<file path="src/rtl/debounce_multi.sv">
// Multi-channel debouncer: 2-flop synchroniser, press/release qualification FSM, toggle and strobes.
// Optional long-press strobe is enabled by defining DEBOUNCE_LONGPRESS_EN.
module debounce_multi #(
  parameter int unsigned CHANNELS       = 4,
  parameter int unsigned CNT_W          = 18,
  parameter int unsigned PRESS_CYCLES   = 200000,
  parameter int unsigned RELEASE_CYCLES = 200000,
  parameter int unsigned LONG_W         = 26,
  parameter int unsigned LONG_CYCLES    = 50000000
) (
  input  logic                clk,
  input  logic                rst,
  input  logic [CHANNELS-1:0] button_i,
  input  logic [CHANNELS-1:0] toggle_clr_i,
  output logic [CHANNELS-1:0] level_o,
  output logic [CHANNELS-1:0] toggle_o,
  output logic [CHANNELS-1:0] press_o,
  output logic [CHANNELS-1:0] release_o,
  output logic [CHANNELS-1:0] long_press_o
);

  typedef enum logic [1:0] {IDLE, PRESSING, HELD, RELEASING} state_e;

  localparam logic [CNT_W-1:0] PRESS_LAST   = CNT_W'(PRESS_CYCLES - 1);
  localparam logic [CNT_W-1:0] RELEASE_LAST = CNT_W'(RELEASE_CYCLES - 1);

  if (PRESS_CYCLES < 2 || RELEASE_CYCLES < 2 ||
      (PRESS_CYCLES >> CNT_W) != 0 || (RELEASE_CYCLES >> CNT_W) != 0) begin : g_bad_cnt
    $error("debounce_multi: qualification counts out of range for CNT_W");
  end
  if (LONG_CYCLES < 1 || (LONG_CYCLES >> LONG_W) != 0) begin : g_bad_long
    $error("debounce_multi: LONG_CYCLES out of range for LONG_W");
  end

  for (genvar g = 0; g < int'(CHANNELS); g++) begin : g_ch
    logic             s1_q, s2_q;
    state_e           state_q;
    logic [CNT_W-1:0] cnt_q;
    logic             level_q, toggle_q, press_q, release_q;
    logic             qual_press;

    assign qual_press = (state_q == PRESSING) && s2_q && (cnt_q == PRESS_LAST);

    always_ff @(posedge clk or posedge rst) begin
      if (rst) begin
        s1_q      <= 1'b0;
        s2_q      <= 1'b0;
        state_q   <= IDLE;
        cnt_q     <= '0;
        level_q   <= 1'b0;
        toggle_q  <= 1'b0;
        press_q   <= 1'b0;
        release_q <= 1'b0;
      end else begin
        s1_q      <= button_i[g];
        s2_q      <= s1_q;
        press_q   <= 1'b0;
        release_q <= 1'b0;
        if (toggle_clr_i[g]) toggle_q <= 1'b0;
        unique case (state_q)
          IDLE: begin
            if (s2_q) begin
              state_q <= PRESSING;
              cnt_q   <= CNT_W'(1);
            end
          end
          PRESSING: begin
            if (!s2_q) begin
              state_q <= IDLE;
              cnt_q   <= '0;
            end else if (cnt_q == PRESS_LAST) begin
              state_q  <= HELD;
              cnt_q    <= '0;
              level_q  <= 1'b1;
              press_q  <= 1'b1;
              // A coincident clear loses to the press: the press leaves toggle set.
              toggle_q <= toggle_clr_i[g] ? 1'b1 : ~toggle_q;
            end else begin
              cnt_q <= cnt_q + 1'b1;
            end
          end
          HELD: begin
            if (!s2_q) begin
              state_q <= RELEASING;
              cnt_q   <= CNT_W'(1);
            end
          end
          RELEASING: begin
            if (s2_q) begin
              state_q <= HELD;
              cnt_q   <= '0;
            end else if (cnt_q == RELEASE_LAST) begin
              state_q   <= IDLE;
              cnt_q     <= '0;
              level_q   <= 1'b0;
              release_q <= 1'b1;
            end else begin
              cnt_q <= cnt_q + 1'b1;
            end
          end
        endcase
      end
    end

    assign level_o[g]   = level_q;
    assign toggle_o[g]  = toggle_q;
    assign press_o[g]   = press_q;
    assign release_o[g] = release_q;

`ifdef DEBOUNCE_LONGPRESS_EN
    localparam logic [LONG_W-1:0] LONG_MAX  = LONG_W'(LONG_CYCLES);
    localparam logic [LONG_W-1:0] LONG_LAST = LONG_W'(LONG_CYCLES - 1);

    logic [LONG_W-1:0] long_cnt_q;
    logic              long_q;

    // Saturation at LONG_MAX is what limits the strobe to once per qualified press.
    always_ff @(posedge clk or posedge rst) begin
      if (rst) begin
        long_cnt_q <= '0;
        long_q     <= 1'b0;
      end else begin
        long_q <= 1'b0;
        if (qual_press || state_q == IDLE) begin
          long_cnt_q <= '0;
        end else if (state_q == HELD || state_q == RELEASING) begin
          if (long_cnt_q != LONG_MAX) begin
            long_cnt_q <= long_cnt_q + 1'b1;
            long_q     <= (long_cnt_q == LONG_LAST);
          end
        end
      end
    end

    assign long_press_o[g] = long_q;
`else
    assign long_press_o[g] = 1'b0;
`endif
  end

endmodule
</file>
<file path="config.mk">
export PLATFORM = sky130hd
export DESIGN_NAME = debounce_multi
export DESIGN_NICKNAME = d
export VERILOG_FILES = /design/src/rtl/debounce_multi.sv
export SDC_FILE = /design/constraint.sdc
export NUM_CORES = 1
export LEC_CHECK = 0
export CAP_MARGIN = 30
export CORE_UTILIZATION = 40
export DETAILED_ROUTE_END_ITERATION = 16
export GPL_TIMING_DRIVEN = 0
export PLACE_DENSITY = 0.58
export SYNTH_ARGS = -nofsm -noshare
export SYNTH_HDL_FRONTEND = slang
export SYNTH_SLANG_ARGS = --single-unit
</file>
<file path="constraint.sdc">
create_clock -name clk -period 5.4 [get_ports clk]
set_clock_uncertainty 0.15 [all_clocks]
set_input_delay 0.54 -clock clk [delete_from_list [all_inputs] [get_ports clk]]
set_output_delay 0.54 -clock clk [all_outputs]
set_load 0.005 [all_outputs]
</file>
==> metrics.md <==
| Metric | Value |
|---|---|
| Result of the run | completed |
| Gr ovfl total | 0 |
| Count of buffers from port buffering | 25 |
| H-tree level count | 3 |
| Largest stage delay on the critical path | between 400 and 500 ps |
| FF+latch count, synth | between 100 and 150 |
| Worst Max-Slew Pin Slew | 811 ps |
| Data arrival at the endpoint of the critical path | about 2600 ps |
| Vias in the first global route | a little over 4,000 |
| Unrepaired setup endpoints after global routing | false |
| Post-DR wirelength/cell | 14.3 um |
| Worst path required time | roughly 5500 ps |
| Setup_tns | 0 ps |
| Switching share of total power | 0.336 |
| Net switching power | about 0.73 mW |
| Number of clock buffers inserted by TritonCTS | 9 |
| Average footprint of a synthesized cell | 9.44 um2 |
| 1st-iter DRT viols | 402 |
| Number of buffers added for setup after CTS | 0 |
| Clock sink count | 104 |
| Fin. Hold Viols | 0 |
| Ports | 30 |
| Int Power | 1.45 mW |
| Worst slack on hold paths | 199 ps |
| CP max-delay cell | clkbuf_1 |
| Portion of synthesized cell area occupied by the leading cell type | 0.485 |
| Filler Cell Count | 1,218 |
| Wire length of the first global-routing pass | ~19,000 um |
| Tmin final | 2510 ps |
| Reg-to-reg startpoint | g_ch[0].cnt_q[0]$_DFFE_PP0P_ |
| DR vias | 4,336 |
| DP Wirelength | 7720 um |
| Nature of the critical path endpoint | flip-flop |
| Pre-CTS worst setup slack | between 2000 and 3000 ps |
| RD Place Congestion | roughly 0.83 |
| Site Rows | 41 |
| Effective utilization at floorplan | 0.417 |
| Seq/Total Area, Yosys | 0.485 |
| Final setup margin | 2890 ps |
| Post-detailed-route count of antenna-violating nets | 0 |
| TritonCTS clock tree | done |
| Mapped Cells | around 570 |
| Leakage component of the power | 2.56 nW |
| Clock power share | 0.313 |
| Worst reg2reg path depth | 7 |
| Clock Pin Slew Worst Setup and Hold Paths | 60 ps |
| Chip width | around 120 um |
| Commonest non-fill, non-tap cell in the layout | dfrtp_1 |
| Fraction of final layout cells sized beyond drive strength 1 | 0.0977 |
| Number of enable-type register cells in the synthesized netlist | 0 |
| Clock root cell | clkbuf_16 |
| Synthesized-area fraction occupied by adder cells | 0.00932 |
| Achievable Freq | 0.398 GHz |
| Sum of routed wire length over all layers | about 11,000 um |
| Synthesized-area fraction occupied by and/or/nand/nor cells | 0.229 |
| Total iterations of the first detailed-routing run | 5 |
| Total DRC errors in the routed layout | 0 |
| Ratio of total power to cell area | 352 mW/mm2 |
| Most frequently used flop master after synthesis | dfrtp_1 |
| Post-synthesis share of cell area spent on xor and xnor gates | 0.0245 |
| Clock latency reported for the late side of the worst-skew pair | 350 ps |
| Number of buffers on the longest clock path | 2 |
| Critical-path maximum fanout | 10 |
| Number of nets in the final layout | 624 |
| Post-cts repair resize count | 0 |
| Min-Delay Startpoint | g_ch[1].s1_q$_DFF_PP0_ |
| Via density | 5.52 |
| Fraction of power consumed by combinational cells | 0.258 |
| Number of hold buffers added after CTS | 0 |
| Class of the tightest hold or removal check | reg -> reg |
| Critical path startpoint category | flip-flop |
| Combinational family with the most area after synthesis | simple AND/OR/NAND/NOR gates |
| Number of diodes | 0 |
| Initial antenna violation count | 0 |
| Multiplexer area fraction after synthesis | 0.0135 |
| Number of warnings printed during yosys synthesis | 0 |
| Terminating pin of the worst hold path | g_ch[1].s2_q$_DFF_PP0_ |
| Chip height | 118 um |
| WHS Path Cells | 0 |
| Worst-case headroom to the max-slew limit | 0.454 |
| Sequential share of power | 0.428 |
| Reg-to-reg endpoint | g_ch[0].cnt_q[15]$_DFFE_PP0P_ |
| Period Utilization, post-route | 0.465 |
| Internal reg-to-reg setup slack | approximately 2900 ps |
| Maximum number of pins on one net before global-route repair | 71 |
| Distinct cells, synth | 57 |
| Mapped Area | 0.00537 mm2 |
| Highest ir drop seen on vdd | just under 0.2 mV |
| Die ar. | about 0.014 mm2 |
| Cell type with the largest total area after synthesis | dfrtp_1 |
| Max-cap viol count | 0 |
| Final setup fails | 0 |
| Aggregate global-route resource usage | 0.171 |
| Layout area overhead | 15.2% |
| Crit-path cells | ha_1 -> and3_1 -> and3_1 -> a31oi_2 -> clkbuf_1 -> a31oi_1 -> a31oi_1 |
| Fraction of the mapped netlist area in compound gates | 0.177 |
| Worst Setup Path Type | reg -> reg |
| Top library cells by usage in the layout, fill and taps aside | dfrtp_1 (104), nand2_1 (52), a31oi_1 (47) |
| Standard cell core area | 0.0129 mm2 |
| Asr flop ratio synth | 1.00 |
| Pins Over Slew Limit | 0 |
| Total chip power | 2.18 mW |
| Largest cells by area after synthesis | dfrtp_1 (48%), a31oi_1 (5.5%), a21oi_1 (3.8%) |
## sequential cells by signal, indices dropped and copies added (netlist names), named ones only
name / count
g_ch.cnt_q: 72
g_ch.press_q: 4
g_ch.state_q: 4
g_ch.level_q: 4
g_ch.release_q: 4
g_ch.toggle_q: 4
g_ch.s2_q: 4
g_ch.s1_q: 4
## area by class of cell
cell class / instances / area, um2 / area share
Tap cell: 172 / 215 / 0.0348
Clock buffer: 11 / 233 / 0.0376
Clock inverter: 4 / 70.1 / 0.0113
Timing Repair Buffer: 27 / 283 / 0.0457
Multi-Input combinational cell: 410 / 2450 / 0.396
Inverter: 18 / 70.1 / 0.0113
Buffer: 40 / 264 / 0.0427
Sequential cell: 104 / 2600 / 0.421
## cell families (layout without fill, tap and decap cells)
logic type	count (synthesis)	after routing
buffers and inverters	58	100
AOI/OAI and AO/OA	154	154
other	1	4
adders and majority gates	4	4
xor gates and xnor gates	15	15
DFF	104	104
muxes	7	7
and+or+nand+nor	226	226
## Yosys cell counts (4+ instances only)
cell type  number
a31oi_1        47
nand2_1        52
or2_2           4
dfrtp_1       104
nor2_1         31
inv_1          18
a21oi_1        41
buf_4          20
nor4_1          7
and2_1          4
nand4_1        20
nor3_1         11
nand2b_1       17
o21ai_0        27
a22o_1          5
xnor2_1         6
nand3_1        41
buf_2           7
clkbuf_1        9
and4_1          4
xor2_1          9
ha_1            4
and3_1          9
buf_6           4
a21o_1          6
mux2i_1         5
a41oi_1         7
## metrics by stage
step,util,cell area [um2],instances
detailed placement,0.457,5880,770
floorplan,-,5380,572
global route,0.480,6190,786
finish,0.480,6190,786
CTS,0.480,6180,785
global placement,0.454,5850,769
## worst max-delay path: cells and delay by family, from the launching register on
kind | cells | cell delay, ps
AND/OR/NAND/NOR | 2 | 450
buffers and inverters | 1 | 440
adder cells (fa/ha/maj) | 1 | 250
flip-flops | 1 | 420
AO/OA/AOI/OAI | 3 | 710
## power groups by stage
stage          clock network [mW]  registers (mW)  logic (mW)
2_1_floorplan                   0           0.927       0.422
3_3_place_gp                    0           0.945       0.554
3_5_place_dp                    0           0.947       0.562
4_1_cts                     0.705           0.932       0.565
5_1_grt                     0.732           0.947       0.633
6_report                    0.683           0.934       0.563
## routing by layer
metal,global-route usage,vias to the layer above,routed length [um]
met1,0.232,2079,5510
met4,0.0513,0,137
met2,0.265,80,5170
met5,0,-,0
met3,0.0455,10,434
li1,-,2167,-
## how the worst max path moves through the flow
stage	from	to	slack (ps)
finish	g_ch[0].cnt_q[0]$_DFFE_PP0P_	g_ch[0].cnt_q[15]$_DFFE_PP0P_	2890
floorplan	rst	asynchronous set/reset pin	1980
detailed placement	g_ch[0].cnt_q[0]$_DFFE_PP0P_	g_ch[0].cnt_q[15]$_DFFE_PP0P_	2930
CTS	g_ch[0].cnt_q[0]$_DFFE_PP0P_	g_ch[0].cnt_q[15]$_DFFE_PP0P_	2920
global route	g_ch[0].cnt_q[0]$_DFFE_PP0P_	g_ch[0].cnt_q[15]$_DFFE_PP0P_	2710
global placement	rst	g_ch[1].s1_q$_DFF_PP0_	280
No activity file was read; power rests on OpenSTA's default activity.
